File: config.mk
export PLATFORM = sky130hd
export DESIGN_NAME = wave_meter
export DESIGN_NICKNAME = d
export VERILOG_FILES = /design/src/rtl/wave_meter.sv
export SDC_FILE = /design/constraint.sdc
export NUM_CORES = 1
export LEC_CHECK = 0
export ABC_AREA = 1
export CORE_AREA = 4 4 169 130
export CTS_BUF_LIST = sky130_fd_sc_hd__clkbuf_4 sky130_fd_sc_hd__clkbuf_8 sky130_fd_sc_hd__clkbuf_16
export CTS_CLUSTER_SIZE = 20
export DETAILED_ROUTE_END_ITERATION = 8
export DIE_AREA = 0 0 173 134
export PLACE_DENSITY = 0.57
export SYNTH_ARGS = -nofsm -noshare
export SYNTH_HDL_FRONTEND = slang
export SYNTH_SLANG_ARGS = --single-unit
File: constraint.sdc
create_clock -name clk -period 4.8 [get_ports clk]
set_clock_uncertainty 0.05 [all_clocks]
set_input_delay 0.96 -clock clk [delete_from_list [all_inputs] [get_ports clk]]
set_output_delay 0.96 -clock clk [all_outputs]
set_load 0.005 [all_outputs]
File: src/rtl/wave_meter.sv
// wave_meter: period and amplitude meter for the DDS / ADC loop-back sample stream.
// Hysteretic rising-level trigger; one registered result record per full period.
module wave_meter #(
    parameter int unsigned      DW      = 10,
    parameter int unsigned      CNT_W   = 24,
    parameter int unsigned      HYST    = 8,
    parameter logic [CNT_W-1:0] TIMEOUT = 24'd5_000_000
) (
    input  logic             clk,
    input  logic             rst,
    input  logic             meas_en,
    input  logic [DW-1:0]    level,
    input  logic [DW-1:0]    sample_in,
    input  logic             sample_valid,
    output logic [CNT_W-1:0] period_out,
    output logic [DW-1:0]    vmax_out,
    output logic [DW-1:0]    vmin_out,
    output logic [DW-1:0]    vpp_out,
    output logic             result_valid,
    output logic             timeout,
    output logic             busy
);

    typedef enum logic [1:0] {
        S_IDLE,
        S_ARM,
        S_FIRST,
        S_MEAS
    } state_e;

    localparam logic [DW-1:0] HYST_V = DW'(HYST);

    state_e           state_q, state_d;
    logic             armed_q, armed_d;
    logic [CNT_W-1:0] cnt_q, cnt_d;
    logic [DW-1:0]    rmax_q, rmax_d;
    logic [DW-1:0]    rmin_q, rmin_d;

    logic             pend_q, pend_d;
    logic [CNT_W-1:0] pper_q, pper_d;
    logic [DW-1:0]    pmax_q, pmax_d;
    logic [DW-1:0]    pmin_q, pmin_d;
    logic             tout_d;

    logic [CNT_W-1:0] period_q;
    logic [DW-1:0]    vmax_q, vmin_q, vpp_q;
    logic             rvalid_q, tout_q;

    logic [DW-1:0]    lo_th;
    logic             arm_hit, trig, to_hit;
    logic [CNT_W-1:0] cnt_inc;
    logic [DW-1:0]    max_in, min_in;

    // Arm threshold saturates at zero; a sample at or below it arms rather than triggers.
    assign lo_th   = (level >= HYST_V) ? level - HYST_V : '0;
    assign arm_hit = sample_valid && (sample_in <= lo_th);
    assign trig    = sample_valid && armed_q && !arm_hit && (sample_in >= level);
    assign cnt_inc = (&cnt_q) ? cnt_q : cnt_q + CNT_W'(1);
    assign to_hit  = (cnt_inc == TIMEOUT);
    assign max_in  = (sample_in > rmax_q) ? sample_in : rmax_q;
    assign min_in  = (sample_in < rmin_q) ? sample_in : rmin_q;

    // State register.
    always_ff @(posedge clk) begin
        if (rst) state_q <= S_IDLE;
        else     state_q <= state_d;
    end

    // Next state: abort first, then trigger before timeout in the measuring states.
    always_comb begin
        state_d = state_q;
        if (!meas_en) begin
            state_d = S_IDLE;
        end else begin
            unique case (state_q)
                S_IDLE:  state_d = S_ARM;
                S_ARM: begin
                    if (to_hit)       state_d = S_ARM;
                    else if (arm_hit) state_d = S_FIRST;
                end
                S_FIRST: begin
                    if (trig)        state_d = S_MEAS;
                    else if (to_hit) state_d = S_ARM;
                end
                S_MEAS: begin
                    if (trig)        state_d = S_MEAS;
                    else if (to_hit) state_d = S_ARM;
                end
            endcase
        end
    end

    // FSM outputs.
    always_comb begin
        busy = (state_q != S_IDLE);
    end

    // Arming, period counter, running extremes and capture of a finished period.
    always_comb begin
        armed_d = armed_q;
        cnt_d   = cnt_q;
        rmax_d  = rmax_q;
        rmin_d  = rmin_q;
        pend_d  = 1'b0;
        pper_d  = pper_q;
        pmax_d  = pmax_q;
        pmin_d  = pmin_q;
        tout_d  = 1'b0;
        if (!meas_en) begin
            armed_d = 1'b0;
            cnt_d   = '0;
        end else begin
            unique case (state_q)
                S_IDLE: begin
                    armed_d = 1'b0;
                    cnt_d   = '0;
                end
                S_ARM: begin
                    cnt_d = cnt_inc;
                    if (to_hit) begin
                        tout_d  = 1'b1;
                        cnt_d   = '0;
                        armed_d = 1'b0;
                    end else if (arm_hit) begin
                        armed_d = 1'b1;
                    end
                end
                S_FIRST, S_MEAS: begin
                    cnt_d = cnt_inc;
                    if (trig) begin
                        armed_d = 1'b0;
                        cnt_d   = CNT_W'(1);
                        rmax_d  = sample_in;
                        rmin_d  = sample_in;
                        if (state_q == S_MEAS) begin
                            pend_d = 1'b1;
                            pper_d = cnt_q;
                            pmax_d = max_in;
                            pmin_d = min_in;
                        end
                    end else if (to_hit) begin
                        tout_d  = 1'b1;
                        cnt_d   = '0;
                        armed_d = 1'b0;
                    end else if (sample_valid) begin
                        if (arm_hit) armed_d = 1'b1;
                        if (state_q == S_MEAS) begin
                            rmax_d = max_in;
                            rmin_d = min_in;
                        end
                    end
                end
            endcase
        end
    end

    // Measurement state and the one-deep capture stage.
    always_ff @(posedge clk) begin
        if (rst) begin
            armed_q <= 1'b0;
            cnt_q   <= '0;
            rmax_q  <= '0;
            rmin_q  <= '0;
            pend_q  <= 1'b0;
            pper_q  <= '0;
            pmax_q  <= '0;
            pmin_q  <= '0;
        end else begin
            armed_q <= armed_d;
            cnt_q   <= cnt_d;
            rmax_q  <= rmax_d;
            rmin_q  <= rmin_d;
            pend_q  <= pend_d;
            pper_q  <= pper_d;
            pmax_q  <= pmax_d;
            pmin_q  <= pmin_d;
        end
    end

    // Registered result outputs; they hold until the next captured period.
    always_ff @(posedge clk) begin
        if (rst) begin
            period_q <= '0;
            vmax_q   <= '0;
            vmin_q   <= '0;
            vpp_q    <= '0;
            rvalid_q <= 1'b0;
            tout_q   <= 1'b0;
        end else begin
            rvalid_q <= pend_q;
            tout_q   <= tout_d;
            if (pend_q) begin
                period_q <= pper_q;
                vmax_q   <= pmax_q;
                vmin_q   <= pmin_q;
                vpp_q    <= pmax_q - pmin_q;
            end
        end
    end

    assign period_out   = period_q;
    assign vmax_out     = vmax_q;
    assign vmin_out     = vmin_q;
    assign vpp_out      = vpp_q;
    assign result_valid = rvalid_q;
    assign timeout      = tout_q;

endmodule

==> flow_metrics.env <==
export IMPL_yosysWarnings=0
export IMPL_postCtsSetupRepairBufs=0
export IMPL_drt_antenna_violating_nets=0
export IMPL_cp_slowest_cell="clkdlybuf4s50_1"
export IMPL_via_count=7597
export IMPL_antenna_found_initial=0
export IMPL_yosysTopAreaCell="dfxtp_1"
export IMPL_routed_wl_um=22400
export IMPL_crit_path_end_kind="flop"
export IMPL_p_sw_share_pct=25.7
export IMPL_diodes=0
export IMPL_finalHoldViolCount=0
export IMPL_dieArea_mm2=0.0232
export IMPL_avgSynthCellArea_um2=6.77
export IMPL_cts_sinks=148
export IMPL_ys_types=41
export IMPL_netlist_area_mm2=0.00802
export IMPL_cts_buffers=17
export IMPL_maxCapViolCount=0
export IMPL_layout_drive_gt1_share_pct=5.17
export IMPL_drc=0
export IMPL_grt_pass1_vias=6776
export IMPL_period_needed_ns=4.09
export IMPL_grt_overflow=0
export IMPL_drtPass1Iterations=5
export IMPL_run_status="finished clean"
export IMPL_synth_top_area_share_pct=36.9
export IMPL_slowest_delay_ns=0.44
export IMPL_grt_max_degree=68
export IMPL_critPathLaunchType="primary input"
export IMPL_synthToLayoutAreaGrowth_pct=20.5
export IMPL_synth_area_leaders="dfxtp_1, nor2_1, nand2_1"
export IMPL_crit_fanout=30
export IMPL_avgRoutedWirePerCell_um=14.8
export IMPL_crit_chain="clkdlybuf4s50_1 > nor2_1 > inv_1 > nor4_1 > inv_1 > o21ai_0 > ha_1 > nand2_1 > o21bai_1 > nand2_1 > nand2_1 > nand3_1 > nand4_1 > nor2_1 > inv_2 > nand3_1 > nand3_2 > buf_4 > nand2_1 > nand2_1 > nor2_1"
export IMPL_power_density_mw_per_mm2=291
export IMPL_ys_flop_type="dfxtp_1"
export IMPL_fmax_ghz=0.245
export IMPL_tns_ns=0
export IMPL_p_sw_mw=0.723
export IMPL_h_tree_depth=4
export IMPL_nets=1320
export IMPL_hp_start="pper_q[16]"
export IMPL_globalplace_congestion=0.896
export IMPL_final_cell_mix="nor2_1, nand2_1, dfxtp_1, o21ai_0, inv_1"
export IMPL_grt_total_usage_pct=19.3
export IMPL_ys_seq_area_share_pct=36.9
export IMPL_start_util_pct=39.8
export IMPL_dp_cells=1484
export IMPL_setup_violations=0
export IMPL_die_x_um=173
export IMPL_r2r_slack_ns=1.42
export IMPL_ir_drop_mv=0.195
export IMPL_clk_pin_slew_worst_paths_ns=0.07
export IMPL_synth_fp_nets=1259
export IMPL_clockBufferDepth=2
export IMPL_rsz0062_at_grt="no"
export IMPL_cts_tree="built"
export IMPL_synthCells=1184
export IMPL_synth_edf_count=0
export IMPL_slew_viol_final=0
export IMPL_crit_path_frequent_cell="nand2_1"
export IMPL_floorplan_rows=45
export IMPL_leakagePower_nw=4.31
export IMPL_timing_rr_start="cnt_q[0]"
export IMPL_period_share_pct=85.2
export IMPL_worst_pin_slew_ns=0.931
export IMPL_crit_arrival_ns=4.36
export IMPL_dp_hpwl_um=16600
export IMPL_dieHeight_um=134
export IMPL_relSlewSlack_pct=37.8
export IMPL_grt_pass1_wl_um=36400
export IMPL_hold_buffers=0
export IMPL_reg2reg_depth=17
export IMPL_min_path_cells=2
export IMPL_utilization_pct=47.9
export IMPL_clkPwrFrac_pct=49.6
export IMPL_internal_power_mw=2.09
export IMPL_hold_path_class="flop to flop"
export IMPL_reg2reg_to="rmin_q[2]"
export IMPL_mostFrequentLayoutCell="nor2_1"
export IMPL_synthArstFlopShare_pct=0
export IMPL_p_comb_share_pct=6.6
export IMPL_vias_per_cell=5.01
export IMPL_fillers=2075
export IMPL_drtIter0Drc=618
export IMPL_p_seq_share_pct=43.7
export IMPL_path_class="primary input to flop"
export IMPL_root_buffer="clkbuf_16"
export IMPL_io_pins=81
export IMPL_port_buffers=80
export IMPL_clkLatencyLatePin_ns=0.43
export IMPL_ys_seq_elements=148
export IMPL_whs_endpoint="period_out[16]"
export IMPL_crit_required_ns=5.07
export IMPL_coreArea_mm2=0.0202
export IMPL_layout_cells_non_filler=1516
export IMPL_cts_resized=0
## cells by family after synthesis
group	share of synthesized area [%]
AOI/OAI and AO/OA	15.4
xor gates and xnor gates	1.86
adders and majority gates	8.05
buffers and inverters	8.52
DFF	36.9
and+or+nand+nor	29.3
## synth_stat cells, types with 5 or more instances
cell and number:
clkbuf_1 38, nand2_1 218, buf_2 6, xnor2_1 5, a21oi_1 73, xor2_1 12
ha_1 50, clkinv_1 8, a211oi_1 13, inv_1 112, o211ai_1 6, o21a_1 5
nand4_1 23, dfxtp_1 148, nand3_1 39, nor2_1 242, o21ai_0 128, nor3_1 17
## through the flow
| step | total power [mW] | instance area, um^2 | worst slack (ns) | hold slack (ns) |
|---|---|---|---|---|
| floorplan | 1.37 | 8020 | 1.18 | 0.400 |
| global placement | 1.45 | 9050 | 0.407 | 0.410 |
| detailed placement | 1.45 | 9050 | 0.298 | 0.417 |
| CTS | 2.84 | 9660 | 0.739 | 0.432 |
| global route | 2.92 | 9660 | 0.243 | 0.455 |
| finish | 2.82 | 9660 | 0.711 | 0.434 |
## per-layer routing
metal | track usage [%] | routed length, um | share of wire (%) | vias up
li1 | - | - | - | 3967
met4 | 3.94 | 131 | 0.58 | 0
met3 | 4.25 | 1490 | 6.6 | 13
met5 | 0 | 0 | 0 | -
met2 | 25.4 | 8380 | 37 | 201
met1 | 31.3 | 12400 | 55 | 3416
## final cells by class
| class | count | area, um^2 | share of cell area (%) |
|---|---|---|---|
| Clock buffer | 17 | 425 | 4.40 |
| Clock inverter | 15 | 188 | 1.94 |
| Inverter | 122 | 458 | 4.74 |
| Multi-Input combinational cell | 862 | 4370 | 45.3 |
| Sequential cell | 148 | 2960 | 30.7 |
| Tap cell | 258 | 323 | 3.34 |
| Timing Repair Buffer | 94 | 931 | 9.63 |
## worst max-delay path, delay by kind of cell
kind	cells	cell delay, ns
and+or+nand+nor	13	1.53
buffers and inverters	5	1.37
adders and majority gates	1	0.26
AOI/OAI and AO/OA	2	0.24
## worst max path at each step
| stage | start | end | cells past startpoint |
|---|---|---|---|
| after CTS | level[7] | rmin_q[2] | 21 |
| after global placement | level[7] | cnt_q[17] | 20 |
| after floorplan | level[3] | pmin_q[7] | 20 |
| final | level[7] | rmin_q[2] | 21 |
| after detailed placement | level[7] | rmin_q[2] | 21 |
| after global routing | level[7] | rmin_q[5] | 21 |
## power groups by stage
stage	Combinational (mW)	Sequential, mW	Clock [mW]
floorplan	0.115	1.26	0
global placement	0.186	1.26	0
detailed placement	0.187	1.26	0
CTS	0.188	1.23	1.42
global route	0.216	1.23	1.48
finish	0.187	1.23	1.40
(Power assumes the default switching activity.)
==> RTL change 1: new RTL, config.mk and constraints unchanged <==
Re-encode `state_e` (4 states) as one-hot, 4 bits wide.
--- a/src/rtl/wave_meter.sv
+++ b/src/rtl/wave_meter.sv
@@ -22,9 +22,9 @@
 );
 
-    typedef enum logic [1:0] {
-        S_IDLE,
-        S_ARM,
-        S_FIRST,
-        S_MEAS
+    typedef enum logic [3:0] {
+        S_IDLE  = 4'b0001,
+        S_ARM   = 4'b0010,
+        S_FIRST = 4'b0100,
+        S_MEAS  = 4'b1000
     } state_e;
 
Function: same outputs for any inputs over 4 cycles, from zero or initial values and one cycle with rst high; so few cycles prove little.
==> RTL change 1 against the original RTL <==
- clock power shrank 4%
- register-to-register slack improved by 0.21 ns
- cell area is 0.18% lower
- wire length decreased by 3.3%
- area after synthesis decreased by 0.76%
- setup slack got worse by 0.065 ns
- non-clock buffer count is 2 higher
- sequential share of layout area increased by 0.47 points
- maximum frequency down 1.6%
- core utilization down 0.087 points
- total power decreased by 1.7%
- cell count decreased by 1.1%
- sequential cell count grew 2
- largest cell class unchanged
==> RTL change 1: results (changes against the original RTL) <==
run status=finished, final reports clean; Critical path origin=level[6]; Max stage delay cell, worst path=clkdlybuf4s50_1; GRT met2 Usage=24.56% (-0.83 points); mean post-synth cell area=6.867 µm² (+1.4%); worst slack, placed=0.2147 ns (-0.08311 ns); GPL Wtd Cong=0.9084 (+1.4%); hold endpoint=pper_q[18]; Psw=754.5 µW (+4.3%); critical path endpoint=pper_q[22]; vias in the first global route=6606 (-2.5%); HP Start=pper_q[18]; reg2reg end=cnt_q[23]; Via density=4.935 (-1.5%); gr usage total=18.63% (-0.63 points); placed instance area=9039 µm² (-0.12%); initial DRC count=635 (+2.8%); Layout Utilization=47.85% (-0.087 points); synth unique cells=38 (-7.3%); worst-margin pin slew=0.6454 ns (-0.2851 ns); # fillers=2054 (-1.0%); pwr/cell area=287.0 nW/µm² (-1.5%); final worst path period need=4.154 ns (+0.06514 ns); Lkg Pwr=0.004142 µW (-3.9%); 1st-pass router iterations=5 (unchanged); met1 usage=29.75% (-1.5 points); FF-to-FF setup slack=1.63 ns (+0.21 ns); worst hold slack=0.4095 ns (-0.02443 ns); first-pass GRT wire length=35.03 mm (-3.7%); met3 usage=4.198% (-0.056 points); Synth Area in Compound Gates=16.63% (+1.3 points); part of the power in combinational logic=6.2% (-0.4 points); largest net degree at the start of global routing=77 (+13%); Total Wirelength=21.70 mm (-3.3%); Area contributors post-synth=dfxtp_1 (38%), nand2_1 (11%), a21oi_1 (7.9%), ha_1 (7.9%), o21ai_0 (7.6%); nets=1303 (-1.3%); peak supply drop=0.2406 mV (+23%); Synth top cells by count=nand2_1 (238), nor2_1 (154), dfxtp_1 (150)
RTL change 1: cell count changes in the layout (fill, tap and decap cells not counted), moves of 6 or more:
cell,unedited run,this run
a21oi_1,73,125
nand2_1,218,238
nand4_1,23,15
nor2_1,242,154
or2_0,0,7
inv_1,111,133
nor2_2,4,10
o21ai_0,128,121
clkinv_1,8,1
a211oi_1,13,0
RTL change 1: area by class of cell:
class / instances / share of cell area, %
Sequential cell: 150 / 31.15
Multi-Input combinational cell: 825 / 43.90
Clock inverter: 15 / 1.881
Clock buffer: 17 / 4.410
Inverter: 138 / 5.383
Timing Repair Buffer: 96 / 9.936
Tap cell: 258 / 3.347
RTL change 1: layer usage:
layer,share of wire [%],vias to the layer above
met5,0,-
met4,1.2,0
met3,7.6,22
met2,37,207
met1,54,3264
li1,-,3904
RTL change 1: critical path, delay by kind of cell:
kind,cells,cell delay (ns)
buf+inv,5,1.15
compound gates,4,0.53
simple gates,9,1.59
fa+ha+maj,1,0.18
==> RTL change 2: new RTL, config.mk and constraints unchanged <==
Made on the original files. Change the parameter `CNT_W` from 24 to 32.
--- a/src/rtl/wave_meter.sv
+++ b/src/rtl/wave_meter.sv
@@ -3,5 +3,5 @@
 module wave_meter #(
     parameter int unsigned      DW      = 10,
-    parameter int unsigned      CNT_W   = 24,
+    parameter int unsigned      CNT_W   = 32,
     parameter int unsigned      HYST    = 8,
     parameter logic [CNT_W-1:0] TIMEOUT = 24'd5_000_000
Ports: changed (resized period_out); port bits go from 81 to 89. No check against the original RTL was run, so the function may have changed too.
==> RTL change 2 against the original RTL <==
- area after synthesis increased by 14%
- setup slack got worse by 0.028 ns
- total power increased by 7.7%
- register-to-register slack got worse by 0.08 ns
- largest cell class unchanged
- cell area increased by 12%
- maximum frequency decreased by 0.69%
- critical path depth decreased by 3
- hold slack got worse by 0.0016 ns
- wire length increased by 17%
- sequential cell count increased by 24
==> RTL change 2: results (changes against the original RTL) <==
average wire per standard cell=15.45 µm (+4.4%); worst hold slack=0.4323 ns (-0.001580 ns); Synth warnings=0 (unchanged); routed wl met2=9.527 mm (+14%); run status=finished, final reports clean; initial DRC count=839 (+36%); FF-to-FF setup slack=1.34 ns (-0.08 ns); Crit Path Max Fanout=50 (+67%); met3 usage=4.790% (+0.54 points); peak supply drop=0.1384 mV (-29%); Area contributors post-synth=dfxtp_1 (38%), nor2_1 (12%), nand2_1 (11%), o21ai_0 (7.3%), ha_1 (6.8%); synth unique cells=40 (-2.4%); mean post-synth cell area=6.707 µm² (-0.98%); Reg clk slew, reported paths=roughly 0.080 ns; nets=1501 (+14%); GPL Wtd Cong=0.9187 (+2.5%); gr usage total=22.63% (+3.4 points); met3 WL post-DR=1.966 mm (+32%); Synth top cells by count=nor2_1 (297), nand2_1 (272), dfxtp_1 (172); Via density=5.124 (+2.3%); HP Start=pper_q[9]; sequential share of the synthesized area=37.64% (+0.69 points); Synth Flop Type=dfxtp_1; Hold Path Class=reg2reg; Post-CTS Setup Inserts=0 (unchanged); met1 usage=37.59% (+6.3 points); Num CTS Buffers=17 (unchanged); top routing layer in use=met4; DP Wirelength=19.11 mm (+15%); hold endpoint=period_out[9]; I/O Buffers=88 (+10%); Post-DRT Antenna Nets=0 (unchanged); max cap viols=0 (unchanged); setup_tns=0 ns (unchanged); worst-case reg-to-reg path depth=16 (-1); vias in the first global route=7822 (+15%); GRT met2 Usage=29.15% (+3.8 points); Synthesized Nets=1439 (+14%); CP Data Arrival Time=4.43 ns (+0.07 ns); Critical path origin=level[7]; Metal-1 WL=14.51 mm (+17%); first-pass GRT wire length=42.31 mm (+16%); initial antenna violation count=0 (unchanged); Root Buffer=clkbuf_16; Placed Cells=1665 (+12%); critical path endpoint=pper_q[17]; worst-margin pin slew=0.8613 ns (-0.06926 ns); Lkg Pwr=0.004870 µW (+13%); largest net degree at the start of global routing=77 (+13%); reg2reg start=cnt_q[0]; reg2reg end=rmin_q[4]; Total Wirelength=26.22 mm (+17%); # diodes=0 (unchanged); FFs w/ async S/R, synth=0% (unchanged); share of cells above drive strength 1=5.559% (+0.39 points)
==> RTL change 2: cell types whose count changed after synthesis, sizes merged, moves of 10 or more <==
cell   delta
dfxtp    +24
nand3    +18
a21oi    +10
nand2    +57
nor2     +62
inv      +15
==> RTL change 2: kinds of logic (layout without fill, tap and decap cells) <==
group	after synthesis	count (layout)	synth area share, %
AO/OA/AOI/OAI	244	244	14.07
XOR/XNOR	16	16	1.532
adder cells (fa/ha/maj)	51	51	7.057
buffers and inverters	189	264	8.329
flip-flops	172	172	37.64
AND/OR/NAND/NOR	692	692	31.37
==> RTL change 2: area by class of cell <==
cell class,instances,area (µm²)
Clock buffer,17,425.4
Clock inverter,15,175.2
Fill cell,2059,9341
Inverter,129,484.2
Multi-Input combinational cell,1003,4957
Sequential cell,172,3445
Tap cell,258,322.8
Timing Repair Buffer,103,1006
==> RTL change 2: worst reg2reg max path: cells and delay by family, from the launching register on <==
family / cells / cell delay (ns)
flops: 1 / 0.60
simple gates: 13 / 1.93
fa+ha+maj: 1 / 0.37
buf+inv: 2 / 0.44
==> RTL change 2: timing repair <==
| item | CTS | global route |
|---|---|---|
| hold buffers | 0 | 0 |
| gates resized for setup | 0 | 1 |
| endpoints found under the setup margin | 0 | 2 |
==> RTL change 2: where the power goes <==
part | leakage (µW) | switching (µW) | total (µW) | internal (µW)
Combinational | 0.00320 | 120 | 189 | 69.0
Sequential | 0.00139 | 2.12 | 1430 | 1430
Clock | 0.000285 | 671 | 1410 | 744
Total | 0.00487 | 793 | 3030 | 2240
==> RTL change 2: stage by stage <==
stage          cell area [µm²]  setup WS [ns]
2_1_floorplan             9149          1.099
3_5_place_dp             10210         0.1410
4_1_cts                  10810         0.5961
6_report                 10820         0.6825
5_1_grt                  10820        0.09239
3_3_place_gp             10210         0.2240
